File: src/rtl/serial_subtractor.sv
// Slice-serial subtractor: diff = a - b - borrow_in, SLICE bits per cycle, LSB slice first.
// Optional signed-overflow output is enabled by defining SERIAL_SUB_OVERFLOW_EN.
module serial_subtractor #(
    parameter int WIDTH = 8,
    parameter int SLICE = 2
) (
    input  logic             clk,
    input  logic             rst,
    input  logic             in_valid,
    output logic             in_ready,
    input  logic [WIDTH-1:0] a,
    input  logic [WIDTH-1:0] b,
    input  logic             borrow_in,
    output logic             out_valid,
    input  logic             out_ready,
    output logic [WIDTH-1:0] diff,
    output logic             borrow_out
`ifdef SERIAL_SUB_OVERFLOW_EN
    ,
    output logic             overflow
`endif
);

    localparam int N  = WIDTH / SLICE;
    localparam int CW = (N > 1) ? $clog2(N) : 1;
    localparam logic [CW-1:0] LAST = CW'(N - 1);

    generate
        if ((WIDTH % SLICE) != 0 || WIDTH < 2 || SLICE < 1) begin : g_bad_params
            $error("serial_subtractor: SLICE must divide WIDTH and WIDTH must be >= 2");
        end
    endgenerate

    typedef enum logic [1:0] {
        IDLE = 2'd0,
        RUN  = 2'd1,
        DONE = 2'd2
    } state_t;

    state_t           state_q, state_d;
    logic [CW-1:0]    cnt_q, cnt_d;
    logic [WIDTH-1:0] a_q, a_d;
    logic [WIDTH-1:0] b_q, b_d;
    logic [WIDTH-1:0] diff_q, diff_d;
    logic             borrow_q, borrow_d;
    logic [SLICE:0]   slice_res;
    logic [WIDTH-1:0] diff_shift;
`ifdef SERIAL_SUB_OVERFLOW_EN
    logic             ovf_q, ovf_d;
`endif

    // Operands shift right each RUN cycle, so the active slice is always in the low bits.
    assign slice_res = {1'b0, a_q[SLICE-1:0]} - {1'b0, b_q[SLICE-1:0]}
                     - {{SLICE{1'b0}}, borrow_q};

    generate
        if (SLICE == WIDTH) begin : g_one_slice
            assign diff_shift = slice_res[SLICE-1:0];
        end else begin : g_multi_slice
            assign diff_shift = {slice_res[SLICE-1:0], diff_q[WIDTH-1:SLICE]};
        end
    endgenerate

    always_ff @(posedge clk) begin
        if (rst) begin
            state_q  <= IDLE;
            cnt_q    <= '0;
            a_q      <= '0;
            b_q      <= '0;
            diff_q   <= '0;
            borrow_q <= 1'b0;
`ifdef SERIAL_SUB_OVERFLOW_EN
            ovf_q    <= 1'b0;
`endif
        end else begin
            state_q  <= state_d;
            cnt_q    <= cnt_d;
            a_q      <= a_d;
            b_q      <= b_d;
            diff_q   <= diff_d;
            borrow_q <= borrow_d;
`ifdef SERIAL_SUB_OVERFLOW_EN
            ovf_q    <= ovf_d;
`endif
        end
    end

    always_comb begin
        state_d   = state_q;
        cnt_d     = cnt_q;
        a_d       = a_q;
        b_d       = b_q;
        diff_d    = diff_q;
        borrow_d  = borrow_q;
`ifdef SERIAL_SUB_OVERFLOW_EN
        ovf_d     = ovf_q;
`endif
        in_ready  = 1'b0;
        out_valid = 1'b0;
        case (state_q)
            IDLE: begin
                in_ready = 1'b1;
                if (in_valid) begin
                    a_d      = a;
                    b_d      = b;
                    borrow_d = borrow_in;
                    cnt_d    = '0;
                    state_d  = RUN;
                end
            end
            RUN: begin
                a_d      = a_q >> SLICE;
                b_d      = b_q >> SLICE;
                diff_d   = diff_shift;
                borrow_d = slice_res[SLICE];
                if (cnt_q == LAST) begin
                    cnt_d   = '0;
                    state_d = DONE;
`ifdef SERIAL_SUB_OVERFLOW_EN
                    // Borrow into the MSB is a^b^diff at that bit; overflow when it differs from borrow out.
                    ovf_d = a_q[SLICE-1] ^ b_q[SLICE-1] ^ slice_res[SLICE-1] ^ slice_res[SLICE];
`endif
                end else begin
                    cnt_d = cnt_q + CW'(1);
                end
            end
            DONE: begin
                out_valid = 1'b1;
                if (out_ready) begin
                    state_d = IDLE;
                end
            end
            default: state_d = IDLE;
        endcase
    end

    assign diff       = diff_q;
    assign borrow_out = borrow_q;
`ifdef SERIAL_SUB_OVERFLOW_EN
    assign overflow   = ovf_q;
`endif

endmodule
File: config.mk
export PLATFORM = sky130hd
export DESIGN_NAME = serial_subtractor
export DESIGN_NICKNAME = d
export VERILOG_FILES = /design/src/rtl/serial_subtractor.sv
export SDC_FILE = /design/constraint.sdc
export NUM_CORES = 1
export LEC_CHECK = 0
export CAP_MARGIN = 20
export CORE_MARGIN = 2
export CORE_UTILIZATION = 45
export CTS_CLUSTER_SIZE = 40
export DETAILED_ROUTE_END_ITERATION = 8
export PLACE_DENSITY = 0.74
export REMOVE_ABC_BUFFERS = 1
export SYNTH_ARGS = -nofsm -noshare
export SYNTH_HDL_FRONTEND = slang
export SYNTH_SLANG_ARGS = --single-unit
File: constraint.sdc
create_clock -name clk -period 2.3 [get_ports clk]
set_input_delay 0.46 -clock clk [delete_from_list [all_inputs] [get_ports clk]]
set_output_delay 0.46 -clock clk [all_outputs]
set_load 0.1 [all_outputs]
### Word-level counts from Yosys, hierarchy flattened

Index checks and enable logic that the tools add are counted.

| word-level totals | value |
|---|---|
| register bits | 29 |
| input port bits | 21 |
| output and inout bits | 11 |
| logic and storage cells | 34 |

| operators by class | value |
|---|---|
| add/sub/neg operators | 3 |
| equal/unequal tests | 6 |
| multiplexer cells | 15 |
| reductions and logical operators | 4 |

Operator list:

| operator | count |
|---|---|
| $pmux W8 S2 | 2 |
| $mux W8 | 2 |
| $mux W2 | 5 |
| $ne A2 B2 Y1 const B | 3 |
| $pmux W2 S3 | 1 |
| $eq A2 B2 Y1 const B | 2 |
| $pmux W2 S2 | 1 |
| $mux W1 | 3 |
| $reduce_and A3 Y1 | 1 |
| $sub A2 B2 Y3 | 1 |
| $sub A3 B1 Y3 | 1 |
| $add A2 B1 Y2 const B | 1 |
| $eq A2 B1 Y1 const B | 1 |
| $logic_not A2 Y1 | 1 |
| $pmux W1 S2 | 1 |
| $reduce_and A2 Y1 | 1 |
| $reduce_bool A2 Y1 | 1 |

### Longest topological paths before layout

| logic depth | value |
|---|---|
| depth in word-level cells | 3 |
| gate-level depth with buffers | 8 |
| depth with buffers taken out | 8 |

### Least setup slack after synthesis

OpenSTA, ideal clock, no wires.

| path | value |
|---|---|
| path kind | register -> register |
| start | reg borrow_q (netlist: borrow_out) |
| end | reg borrow_q (netlist: borrow_out) |
| library setup time | 0.061 ns |
| arrival time | 2.789 ns |
| required time | 2.239 ns |
| path slack | -0.551 ns |
| cell stages (with the launch flop) | 9 |
| path buffers | 0 |
| period minus slack after synthesis | 2.851 ns |
| path through | dfxtp_1 > inv_1 > fa_1 > inv_1 > ha_1 > or2_2 > fa_1 > a21oi_1 > o221a_2 |

| on the way | value |
|---|---|
| word-level cells in the longest chain between the ends | 2 |

RTL lines:

| item | RTL line | source |
|---|---|---|
| start, declared | 45 | `logic borrow_q, borrow_d;` |
| start signal, assigned | 81 | `borrow_q <= borrow_d;` |
| $sub A3 B1 Y3 | 54 | `- {{SLICE{1'b0}}, borrow_q};` |
| $pmux W1 S2 | 100 | `case (state_q)` |

Every way passes these cells.
A chain may end at the register's enable or synchronous reset.

### Worst setup path in the final report

| path | value |
|---|---|
| start | reg b_q[0] |
| end | reg diff_q[7] (netlist: diff[7]) |

| on the way | value |
|---|---|
| word-level cells in the longest chain between the ends | 2 |

RTL lines:

| item | RTL line | source |
|---|---|---|
| start, declared | 43 | `logic [WIDTH-1:0] b_q, b_d;` |
| start signal, assigned | 69 | `b_q <= '0;` |
| start signal, assigned | 79 | `b_q <= b_d;` |
| $sub A2 B2 Y3 | 53 | `assign slice_res = {1'b0, a_q[SLICE-1:0]} - {1'b0, b_q[SLICE-1:0]}` |
| $sub A3 B1 Y3 | 54 |  |
| net slice_res[1] | 46 | `logic [SLICE:0] slice_res;` |
| end signal, assigned | 80 | `diff_q <= diff_d;` |
| end, declared | 44 | `logic [WIDTH-1:0] diff_q, diff_d;` |

The timed path passes the listed nets, and every way through them passes these cells.

==> key figures <==
Outcome
  • Result of the run: finished, final reports clean

Synth
  • Count of yosys warnings during synthesis: 0
  • Sequential share of the synthesized area: 45.6%
  • Mean Syn Cell Area: 9.23 um2
  • Number of storage elements in the synthesis netlist: 29
  • Mapped Area: 1270 um2
  • Synthesized instance count: 138
  • Number of distinct library cell variants in the gate-level netlist after synthesis: 24

Drt
  • Wl on met1: 1130 um
  • Routed wire per std cell: 13.2 um
  • Initial DRC Count: 43
  • Highest metal layer used by the detailed router: met4
  • Remaining antenna violation count after routing: 0
  • Vias per cell: 5.35
  • Met2 Routed Length: 1250 um
  • Number of vias in the routed layout: 1,064
  • Routed wire length on met3: 189 um
  • Length of the first detailed-routing pass in iterations: 4
  • DRC errors left: 0
  • Total detailed-routing wirelength: 2620 um

Place
  • Pre-CTS setup slack: 65.1 ps
  • Final weighted congestion in routability-driven placement: 0.778
  • IO Port Bufs: 31
  • HPWL after detailed placement: 1840 um

Flow run
  • Total of max-cap violations: 0

Critical path
  • R2R setup slack: 110 ps
  • Data arrival time of the critical path: 2450 ps
  • Largest fanout on the critical path: 2
  • Critical path's slowest cell: fa_1
  • Dominant cell type by count on the critical path: fa_1
  • Crit Path Category: reg -> reg
  • Critical path destination: diff[7]
  • Worst r2r dst: diff[7]
  • Critical register-to-register path startpoint: b_q[0]
  • Nature of the critical path endpoint: flop
  • Required time worst endpoint: 2560 ps
  • Start point of the critical path: b_q[0]
  • Crit-path max cell delay: 560 ps
  • Length in cells of the worst reg-to-reg path: 8
  • Critical path, cell by cell: inv_2, fa_1, inv_1, ha_2, or2_4, fa_1, nand2_1, a21oi_2
  • Element type at the critical path start: flop

Clock network
  • Clock-pin slew on the worst setup and hold paths: 90 ps
  • H-tree lvl count: 2
  • Resize count post-CTS: 0
  • Cell chosen for the clock root: clkbuf_4
  • Clock Latency Late Sink: 320 ps
  • Count of buffers added by post-CTS timing repair for setup: 0
  • Maximum count of clock buffers along a single path: 2
  • CTS tree: done
  • Number of buffers inserted during clock tree synthesis: 5
  • Hold Buf Count CTS: 0
  • Clock sink count: 29

Global route
  • Maximum number of pins on one net before global-route repair: 30
  • Total global routing track utilization: 16.9%
  • Number of antenna violations at the first check in global routing: 0
  • Overflow left after global routing: 0
  • Vias in the first global route: 1,014
  • First-pass GRT wire length: 4240 um

Layout
  • Antenna diode count: 0
  • Total Nets Final: 194
  • Share of layout cells above drive strength 1: 22.6%
  • Most used cells in the layout excluding fill and tap cells: dfxtp_1 (27), clkdlybuf4s50_1 (20), a21oi_1 (19)
  • Most common cell after layout, fill and taps aside: dfxtp_1
  • Area delta synth->final: 26.8%

Floorplan
  • Number of top-level pins: 32
  • Effective utilization at floorplan: 46.6%
  • Die Footprint: 3270 um2
  • Die Span Y: 57.2 um
  • Std-Cell Rows: 19
  • Area inside the core boundary: 2730 um2
  • Width of the die: 57.2 um

STA
  • Count of final hold-check violations: 0
  • RSZ-0062 raised after global routing: true
  • Final count of negative-setup-slack endpoints: 0
  • Number of pins exceeding their max-slew limit in the final report: 0
  • Share of the clock period used by the worst path after layout: 95.2%
  • Max-slew headroom: 44.1%
  • Worst clock skew: 6.10 ps
  • Maximum clock frequency: 457 MHz
  • Clock period minus final worst setup slack: 2190 ps
  • Worst slew pin tran: 835 ps
  • PnR worst setup slack: 112 ps

Pwr
  • Total power divided by cell area: 706 nW/um2
  • Overall Power: 0.00114 W
  • Peak VDD IR: 0.000567 V
  • Leak Pwr: 0.644 nW

Hold path
  • Hold Path Class: reg -> reg
## worst max-delay path, delay by kind of cell (launching register included)
| kind | cells | cell delay, ps |
|---|---|---|
| compound gates | 1 | 160 |
| fa+ha+maj | 3 | 1230 |
| buf+inv | 2 | 100 |
| flops | 1 | 340 |
| simple gates | 2 | 300 |
## per-stage QoR
stage / instances / util, % / area, um2 / TNS, ps / hold WS, ps
4_1_cts: 199 / 58.7 / 1600 / 0 / 468
2_1_floorplan: 129 / - / 1210 / -4000 / 465
5_1_grt: 199 / 59.1 / 1620 / -18.0 / 499
6_report: 199 / 59.1 / 1620 / 0 / 463
3_5_place_dp: 192 / 56.7 / 1550 / 0 / 457
3_3_place_gp: 192 / 56.7 / 1550 / 0 / 443
## registers in the layout (all words and copies together), names as in the netlist
signal	cells
cnt_q	2
b_q	8
a_q	8
borrow_out	1
state_q	2
diff	8
## where the power goes
| group | total [W] | switching [W] | internal (W) |
|---|---|---|---|
| registers | 0.000562 | 0.0000249 | 0.000537 |
| logic | 0.000270 | 0.000161 | 0.000109 |
| clock network | 0.000309 | 0.000165 | 0.000144 |
## metal layers
layer | up-vias | global-route usage [%]
met5 | - | 0
met4 | 0 | 8.31
met3 | 10 | 7.48
met2 | 38 | 27.3
met1 | 487 | 19.1
li1 | 529 | -
## cell usage after synthesis
library cell / n / area, um2
nor2b_4: 1 / 13.8
nor3b_1: 1 / 7.51
o221a_2: 12 / 135
xnor2_1: 1 / 8.76
a22oi_1: 7 / 52.6
o21bai_1: 1 / 7.51
buf_2: 2 / 10.0
nor2_1: 12 / 45.0
nor3_1: 1 / 5.00
ha_1: 3 / 37.5
a211oi_1: 1 / 7.51
mux2i_1: 1 / 10.0
clkbuf_1: 3 / 11.3
fa_1: 2 / 40.0
or2_2: 1 / 6.26
inv_1: 18 / 67.6
nand2_2: 1 / 6.26
nand2_1: 14 / 52.6
nor2b_1: 1 / 6.26
buf_6: 4 / 45.0
nand2b_1: 1 / 6.26
a21oi_1: 20 / 100
o221a_1: 1 / 11.3
dfxtp_1: 29 / 581
## layout make-up
type                    instances  area [um2]
clock buffers                   7        55.1
inverters                      18        67.6
well taps                      31        38.8
repair buffers                 32         303
flip-flops and latches         29         583
fillers                       243        1120
multi-input cells              82         568
## worst min path at each step
stage / startpoint / cells after the start / end
5_1_grt: diff[0] / 2 / diff[0]
3_5_place_dp: diff[0] / 2 / diff[0]
4_1_cts: diff[0] / 2 / diff[0]
3_3_place_gp: diff[0] / 2 / diff[0]
2_1_floorplan: a_q[6] / 2 / a_q[6]
6_report: diff[0] / 2 / diff[0]
## kinds of logic (layout without fill, tap and decap cells)
kind of cell             Yosys count  count (layout)  synth area share (%)
AO/OA/AOI/OAI                     42              42                  24.7
AND/OR/NAND/NOR                   33              33                  11.7
flip-flops                        29              29                  45.6
buffers and inverters             27              57                  10.5
adder cells (fa/ha/maj)            5               5                  6.09
XOR/XNOR                           1               1                 0.688
multiplexers                       1               1                 0.786
No activity file was read; power rests on OpenSTA's default activity.
